File: src/rtl/rr_arb_pkg.sv
// Shared constants, state encoding and helpers for the 4-way round-robin arbiter.
package rr_arb_pkg;
    localparam int N_REQ = 4;
    localparam int IDW   = $clog2(N_REQ);

    typedef enum logic {
        IDLE  = 1'b0,
        GRANT = 1'b1
    } state_t;

    function automatic logic [N_REQ-1:0] onehot_from_id(input logic [IDW-1:0] id);
        logic [N_REQ-1:0] oh;
        oh     = '0;
        oh[id] = 1'b1;
        return oh;
    endfunction
endpackage

File: src/rtl/rr_pick4.sv
// Combinational rotating-priority encoder: first eligible requester after last_id wins.
module rr_pick4
    import rr_arb_pkg::*;
(
    input  logic [N_REQ-1:0] req,
    input  logic [N_REQ-1:0] mask,
    input  logic [IDW-1:0]   last_id,
    output logic [IDW-1:0]   win_id,
    output logic             win_valid
);
    logic [N_REQ-1:0] elig;
    logic [N_REQ-1:0] rot;
    logic [IDW-1:0]   cand [N_REQ];

    assign elig = req & ~mask;

    // Candidate indices wrap naturally through the IDW-bit addition.
    generate
        for (genvar gi = 0; gi < N_REQ; gi++) begin : g_rot
            assign cand[gi] = last_id + IDW'(gi + 1);
            assign rot[gi]  = elig[cand[gi]];
        end
    endgenerate

    always_comb begin
        win_valid = |rot;
        win_id    = cand[0];
        for (int i = N_REQ - 1; i >= 0; i--) begin
            if (rot[i]) begin
                win_id = cand[i];
            end
        end
    end
endmodule

File: src/rtl/rr_arb4_ctrl.sv
// Round-robin arbiter with grant hold, release handshake and hold-time watchdog.
module rr_arb4_ctrl
    import rr_arb_pkg::*;
#(
    parameter int MAX_HOLD = 16,
    localparam int HW      = $clog2(MAX_HOLD + 1)
) (
    input  logic             clk,
    input  logic             rst_n,
    input  logic [N_REQ-1:0] req,
    input  logic             done,
    output logic [N_REQ-1:0] gnt,
    output logic [IDW-1:0]   gnt_id,
    output logic             gnt_valid,
    output logic             timeout
);
    state_t           state_reg, state_next;
    logic [HW-1:0]    hold_cnt_reg, hold_cnt_next;
    logic [IDW-1:0]   last_id_reg, last_id_next;
    logic [N_REQ-1:0] gnt_reg, gnt_next;
    logic [IDW-1:0]   gnt_id_reg, gnt_id_next;
    logic             gnt_valid_reg, gnt_valid_next;
    logic             timeout_reg, timeout_next;

    logic [IDW-1:0]   pick_ptr;
    logic [N_REQ-1:0] pick_mask;
    logic [IDW-1:0]   win_id;
    logic             win_valid;
    logic             wd_hit;
    logic             withdraw;
    logic             release_now;

    // While granted, the pick already sees the post-release pointer and masks the holder.
    assign pick_ptr  = (state_reg == GRANT) ? gnt_id_reg : last_id_reg;
    assign pick_mask = (state_reg == GRANT) ? onehot_from_id(gnt_id_reg) : '0;

    rr_pick4 u_pick (
        .req       (req),
        .mask      (pick_mask),
        .last_id   (pick_ptr),
        .win_id    (win_id),
        .win_valid (win_valid)
    );

    generate
        if (MAX_HOLD != 0) begin : g_wd
            assign wd_hit = (hold_cnt_reg == HW'(MAX_HOLD - 1));
        end else begin : g_no_wd
            assign wd_hit = 1'b0;
        end
    endgenerate

    assign withdraw    = ~req[gnt_id_reg];
    assign release_now = done | withdraw | wd_hit;

    always_comb begin
        state_next     = state_reg;
        hold_cnt_next  = hold_cnt_reg;
        last_id_next   = last_id_reg;
        gnt_next       = gnt_reg;
        gnt_id_next    = gnt_id_reg;
        gnt_valid_next = gnt_valid_reg;
        timeout_next   = 1'b0;
        case (state_reg)
            IDLE: begin
                gnt_next       = '0;
                gnt_id_next    = '0;
                gnt_valid_next = 1'b0;
                hold_cnt_next  = '0;
                if (win_valid) begin
                    state_next     = GRANT;
                    gnt_next       = onehot_from_id(win_id);
                    gnt_id_next    = win_id;
                    gnt_valid_next = 1'b1;
                end
            end
            GRANT: begin
                if (release_now) begin
                    last_id_next  = gnt_id_reg;
                    hold_cnt_next = '0;
                    // A cooperative release in the same cycle hides the watchdog.
                    timeout_next  = wd_hit & ~done & ~withdraw;
                    if (win_valid) begin
                        gnt_next    = onehot_from_id(win_id);
                        gnt_id_next = win_id;
                    end else begin
                        state_next     = IDLE;
                        gnt_next       = '0;
                        gnt_id_next    = '0;
                        gnt_valid_next = 1'b0;
                    end
                end else if (hold_cnt_reg != HW'(MAX_HOLD)) begin
                    hold_cnt_next = hold_cnt_reg + HW'(1);
                end
            end
            default: begin
                state_next     = IDLE;
                gnt_next       = '0;
                gnt_id_next    = '0;
                gnt_valid_next = 1'b0;
                hold_cnt_next  = '0;
            end
        endcase
    end

    always_ff @(posedge clk or negedge rst_n) begin
        if (!rst_n) begin
            state_reg     <= IDLE;
            hold_cnt_reg  <= '0;
            last_id_reg   <= IDW'(N_REQ - 1);
            gnt_reg       <= '0;
            gnt_id_reg    <= '0;
            gnt_valid_reg <= 1'b0;
            timeout_reg   <= 1'b0;
        end else begin
            state_reg     <= state_next;
            hold_cnt_reg  <= hold_cnt_next;
            last_id_reg   <= last_id_next;
            gnt_reg       <= gnt_next;
            gnt_id_reg    <= gnt_id_next;
            gnt_valid_reg <= gnt_valid_next;
            timeout_reg   <= timeout_next;
        end
    end

    assign gnt       = gnt_reg;
    assign gnt_id    = gnt_id_reg;
    assign gnt_valid = gnt_valid_reg;
    assign timeout   = timeout_reg;
endmodule

File: config.mk
export PLATFORM = sky130hd
export DESIGN_NAME = rr_arb4_ctrl
export DESIGN_NICKNAME = d
export VERILOG_FILES = /design/src/rtl/rr_arb_pkg.sv /design/src/rtl/rr_pick4.sv /design/src/rtl/rr_arb4_ctrl.sv
export SDC_FILE = /design/constraint.sdc
export NUM_CORES = 1
export LEC_CHECK = 0
export CORE_MARGIN = 3
export CORE_UTILIZATION = 60
export CTS_BUF_LIST = sky130_fd_sc_hd__clkbuf_4
export CTS_CLUSTER_DIAMETER = 50
export DETAILED_ROUTE_END_ITERATION = 12
export GPL_ROUTABILITY_DRIVEN = 1
export PLACE_DENSITY = 0.94
export SLEW_MARGIN = 30
export SYNTH_ARGS = -nofsm -noshare
export SYNTH_HDL_FRONTEND = slang
export SYNTH_HIERARCHICAL = 1
export SYNTH_SLANG_ARGS = --single-unit
File: constraint.sdc
create_clock -name clk -period 6.2 [get_ports clk]
set_clock_uncertainty 0.15 [all_clocks]
set_input_delay 0.93 -clock clk [delete_from_list [all_inputs] [get_ports clk]]
set_output_delay 0.93 -clock clk [all_outputs]
set_load 0.01 [all_outputs]
# Word-level counts from Yosys, hierarchy flattened
# Cells that the tools add are included.
[word_totals]
inputBits = 7
output_inout_bits = 8
reg_bits = 16
[classes]
n_mux = 37
addsub = 4
bitwise = 9
eq_ne = 5
order_cmp = 8
reduce_logical = 5
[ops]
columns = ["cell", "count"]
rows = [
  ["$lt A2 B3 Y1 const B", 6],
  ["$mux W2", 7],
  ["$mux W1", 13],
  ["$mux W4", 3],
  ["$bmux W1 S2", 5],
  ["$mux W5", 2],
  ["$pmux W5 S2", 1],
  ["$pmux W4 S2", 1],
  ["$add A5 B1 Y5 const B", 1],
  ["$eq A5 B4 Y1 const B", 1],
  ["$ne A5 B5 Y1 const B", 1],
  ["$add A2 B2 Y2 const B", 2],
  ["$and A4 B4 Y4", 1],
  ["$demux W1 S2", 2],
  ["$ge A2 B1 Y1 const B", 2],
  ["$not A4 Y4", 1],
  ["$pmux W1 S2", 2],
  ["$pmux W2 S2", 1],
  ["$reduce_and A2 Y1", 2],
  ["$reduce_or A4 Y1", 1],
  ["$ne A3 B1 Y1 const B", 1],
  ["$not A1 Y1", 3],
  ["$add A2 B1 Y2 const B", 1],
  ["$and A1 B1 Y1", 2],
  ["4 further kinds", 6],
]

# Logic depth before layout (Yosys ltp)
[depth]
word_depth = 20
mapped_depth = 10
mapped_depth_nobuf = 9

# Modules after synthesis
# Netlist, hierarchy kept.
[by_module_without_submodules]
columns = ["module", "cells_each", "seq_area_each_um2", "area_per_inst_um2", "n_inst"]
rows = [
  ["rr_arb4_ctrl", 85, 402.9, 929.6, 1],
  ["rr_pick4", 23, 0.0, 147.6, 1],
]

# Worst setup path after synthesis
# No wires, ideal clock.
[synth_timing]
path_kind = "in2reg"
from = "input req[0]"
to = "register gnt_reg[2] (netlist: gnt[2])"
path_slack_ns = 4.062
n_path_buf = 1
arrival_ns = 1.863
stages = 4
setup_ns = 0.125
required_ns = 5.925
path_cell_list = "mux2_4 a22oi_4 buf_6 mux2_4"
[synth_via]
elab_chain_cells = 14
word_cells_on_any_way = 28
classes_between = "2 x order compare; 1 x eq/ne; 19 x mux; 4 x bitwise; 2 x reduce/logical"
[synth_lines]
columns = ["item", "line", "text"]
rows = [
  ["start, declared", "rr_arb4_ctrl.sv:10", "input logic [N_REQ-1:0] req,"],
  ["$and A4 B4 Y4", "rr_pick4.sv:15", "assign elig = req & ~mask;"],
  ["$bmux W1 S2", "rr_pick4.sv:21", "assign rot[gi] = elig[cand[gi]];"],
  ["$mux W1 (not written as such)", "rr_pick4.sv:21", ""],
  ["$mux W2 (4 in a row)", "rr_pick4.sv:29", "if (rot[i]) begin"],
  ["$lt A2 B3 Y1 (not written as such) / $ge A2 B1 Y1 (equally long branches)", "rr_arb_pkg.sv:14", "oh[id] = 1'b1;"],
  ["$logic_and A1 B1 Y1 (not written as such)", "rr_arb_pkg.sv:14", ""],
  ["$mux W1 (not written as such)", "rr_arb_pkg.sv:14", ""],
  ["$demux W1 S2", "rr_arb_pkg.sv:14", ""],
  ["$mux W4", "rr_arb4_ctrl.sv:70, rr_arb4_ctrl.sv:83", ""],
  ["$mux W4", "rr_arb4_ctrl.sv:78", "if (release_now) begin"],
  ["$pmux W4 S2", "rr_arb4_ctrl.sv:64", "case (state_reg)"],
  ["end signal, assigned", "rr_arb4_ctrl.sv:119", "gnt_reg <= gnt_next;"],
  ["end, declared", "rr_arb4_ctrl.sv:20", "logic [N_REQ-1:0] gnt_reg, gnt_next;"],
]
# Several ways; a longest one is shown, not always the timed one. The select of a mux whose other input is x is not followed.
# A chain may end at the register's enable or synchronous reset.

# Worst setup path after layout
[layout_timing]
from = "register gnt_id_reg[0] (netlist: gnt_id[0])"
to = "output gnt_id[0]"
[layout_lines]
columns = ["item", "line", "text"]
rows = [
  ["start, declared", "rr_arb4_ctrl.sv:21", "logic [IDW-1:0] gnt_id_reg, gnt_id_next;"],
  ["start signal, assigned", "rr_arb4_ctrl.sv:120", "gnt_id_reg <= gnt_id_next;"],
  ["end, declared", "rr_arb4_ctrl.sv:13", "output logic [IDW-1:0] gnt_id,"],
]
# No word-level cell between the ends.

==> out/results.tsv <==
stage	metric	value	unit
grt	grt ovf	0	
yosys	synthesized area per cell	9.97	sq um
place	I/O Buffers	14	
setup_path	Worst Path Buf+Inv	1	
floorplan	Initial Utilization	67.6	%
sta	setup ws final	3.61	ns
sta	Slew HR	52.0	%
setup_path	R2R Setup Slk	3.74	ns
setup_path	CP arrival	1.51	ns
clocking	# hold bufs at CTS	0	
routing	Iter 0 DRT Violations	39	
cells_and_area	fillers	95	
setup_path	r2r endpoint	gnt[2]	
yosys	Post-synth EDFFs	0	
setup_path	Crit path max-delay family	buffers and inverters	
floorplan	Die Width	48.4	um
routing	Detail Route Antenna Nets	0	
place	DP Cell Count	142	
yosys	Post-Syn Nets	118	
yosys	Seq cells post-synth	16	
routing	drt via density	5.72	
sta	RSZ-0062 raised after global routing	no	
sta	Fin. Hold Viols	0	
min_path	Hold Path Origin	gnt[0]	
yosys	main flop type after synthesis	dfrtp_1	
floorplan	FP Rows	14	
setup_path	worst path required time	5.12	ns
sta	maximum clock rate	386	MHz
yosys	share of flip-flops with an asynchronous set or reset	100	%
outcome	outcome	finished, final reports clean	
cells_and_area	ANT cells	0	
setup_path	Critical Path Source Type	register	
min_path	Min-Delay Path Class	register to register	
floorplan	Die H	48.4	um
pwr	maximum VDD drop	0.303	mV
grt	largest net degree at the start of global routing	17	
grt	initial antenna violation count	0	
cells_and_area	area grow syn2layout	15.0	%
min_path	hold path endpoint	gnt[0]	
clocking	CTS H-tree depth	1	
cells_and_area	max FFs per register	5	
sta	Final setup viols	0	
yosys	Post-Syn Area	1080	sq um
cells_and_area	layout cells sized above 1	17.2	%
floorplan	die footprint	2340	sq um
clocking	cts bufs inserted	3	
grt	first-pass GRT wire length	3910	um
flow_run	max cap viols	0	
yosys	Seq/Total Area, Yosys	37.4	%
cells_and_area	fin util	77.7	%
grt	total global-route track usage	21.0	%
clocking	Longest Clk Path Bufs	2	
floorplan	core area	1590	sq um
clocking	CTS tree	built	
setup_path	CP Cell Sequence	clkdlybuf4s50_1	
clocking	Resized cells post-CTS	0	
routing	DR vias	835	
setup_path	CP peak stage delay	0.62	ns
setup_path	reg-to-reg critical path startpoint	last_id_reg[0]	
routing	final wirelength	2190	um
pwr	power per cell area	463	nW/um^2
pwr	Design Power	573	uW
yosys	Syn Inst Count	108	
setup_path	CP Capture Type	output pin	
setup_path	Critical Path Slowest Stage Cell	clkdlybuf4s50_1	
routing	WL per Instance	15.0	um
routing	1st-pass router iterations	4	
sta	setup_tns	0	ns
cells_and_area	fin cells	146	
routing	DR DRC count	0	
setup_path	WS Path Type	register to output pin	
clocking	clock latency on the worst-skew pair	0.29	ns
yosys	synth unique cells	39	
sta	actual slew at the worst max-slew pin	0.718	ns
place	gpl congestion	0.787	
setup_path	Max FO, Critical Path	13	
min_path	Worst Hold Depth	1	
clocking	TritonCTS sink count	16	
clocking	clk slew on worst S/H paths	0.10	ns
grt	vias in the first global route	883	
sta	final worst path period need	2.59	ns
clocking	post-CTS setup repair buffer count	0	
place	DP HPWL	1640	um
floorplan	# IOs	15	
clocking	Root Buffer	clkbuf_4	
yosys	Ys Warns	6	
sta	max-slew violations	0	
sta	fin crit share	41.8	%
setup_path	Reg2Reg Depth	8	
pwr	P_leak	0.564	nW
place	post-placement setup slack	3.37	ns
cells_and_area	nets@finish	133	
==> metal layers <==
| metal | wire [um] | GRT usage (%) |
|---|---|---|
| met1 | 979 | 27.1 |
| met2 | 1040 | 33.9 |
| met3 | 136 | 3.99 |
| met4 | 30 | 9.95 |
| met5 | 0 | 0 |
==> cell usage in the layout, fill, tap and decap left out, drive strengths merged, types with 3 or more instances in the layout <==
| cell | instances |
|---|---|
| clkbuf | 3 |
| and3 | 3 |
| ha | 3 |
| clkdlybuf4s50 | 14 |
| a21oi | 7 |
| nor2 | 11 |
| mux2 | 8 |
| o21ai | 4 |
| nand2b | 4 |
| nor3 | 6 |
| dfrtp | 14 |
| nand2 | 7 |
| inv | 9 |
==> cell usage after synthesis (all sizes together) (2+ instances only) <==
cell type,instances,area (sq um)
mux2,8,109
buf,4,35.0
mux2i,2,20.0
dfstp,2,52.6
nand2,7,26.3
ha,3,37.5
nor3b,2,15.0
o21ai,4,20.0
nand3,2,10.0
nor3,6,35.0
xor2,2,17.5
and4bb,2,25.0
inv,9,33.8
a21oi,7,35.0
xnor2,2,17.5
and3,3,20.0
dfrtp,14,350
nor2b,2,12.5
nor2,11,41.3
a221oi,2,17.5
nand2b,4,42.6
==> worst max-delay path by stage <==
stage | from | endpoint | slack [ns] | cells past startpoint
finish | gnt_id[0] | gnt_id[0] | 3.61 | 1
global route | gnt_id[0] | gnt_id[0] | 3.54 | 1
CTS | gnt_id[0] | gnt_id[0] | 3.61 | 1
detailed placement | done | gnt[1] | 3.37 | 4
global placement | done | gnt[1] | 3.39 | 4
floorplan | req[0] | gnt[2] | 4.06 | 4
==> stage by stage <==
stage	instance area [sq um]	hold slack [ns]
2_1_floorplan	1080	0.353
3_5_place_dp	1210	0.348
5_1_grt	1240	0.408
6_report	1240	0.376
3_3_place_gp	1210	0.346
4_1_cts	1240	0.376
==> cell type report <==
type | count | area, sq um | share of cell area (%)
Multi-Input combinational cell | 79 | 606 | 48.9
Sequential cell | 16 | 403 | 32.5
Timing Repair Buffer | 14 | 140 | 11.3
Inverter | 9 | 33.8 | 2.73
Tap cell | 24 | 30.0 | 2.42
Clock buffer | 3 | 22.5 | 1.82
Clock inverter | 1 | 3.75 | 0.303
==> power breakdown <==
part	internal (mW)	leakage [nW]	switching, mW
Sequential	0.143	0.202	0.0412
Clock	0.0234	0.0154	0.0352
Combinational	0.173	0.347	0.158
==> logic make-up (layout without fill, tap and decap cells) <==
kind of cell	count (synthesis)	count (layout)	share of synthesized area [%]
buffers and inverters	13	27	6.39
multiplexers	10	10	12.0
AND/OR/NAND/NOR	43	43	25.2
flip-flops	16	16	37.4
XOR/XNOR	4	4	3.25
adder cells (fa/ha/maj)	3	3	3.48
AO/OA/AOI/OAI	19	19	12.3
(Power assumes the default switching activity.)
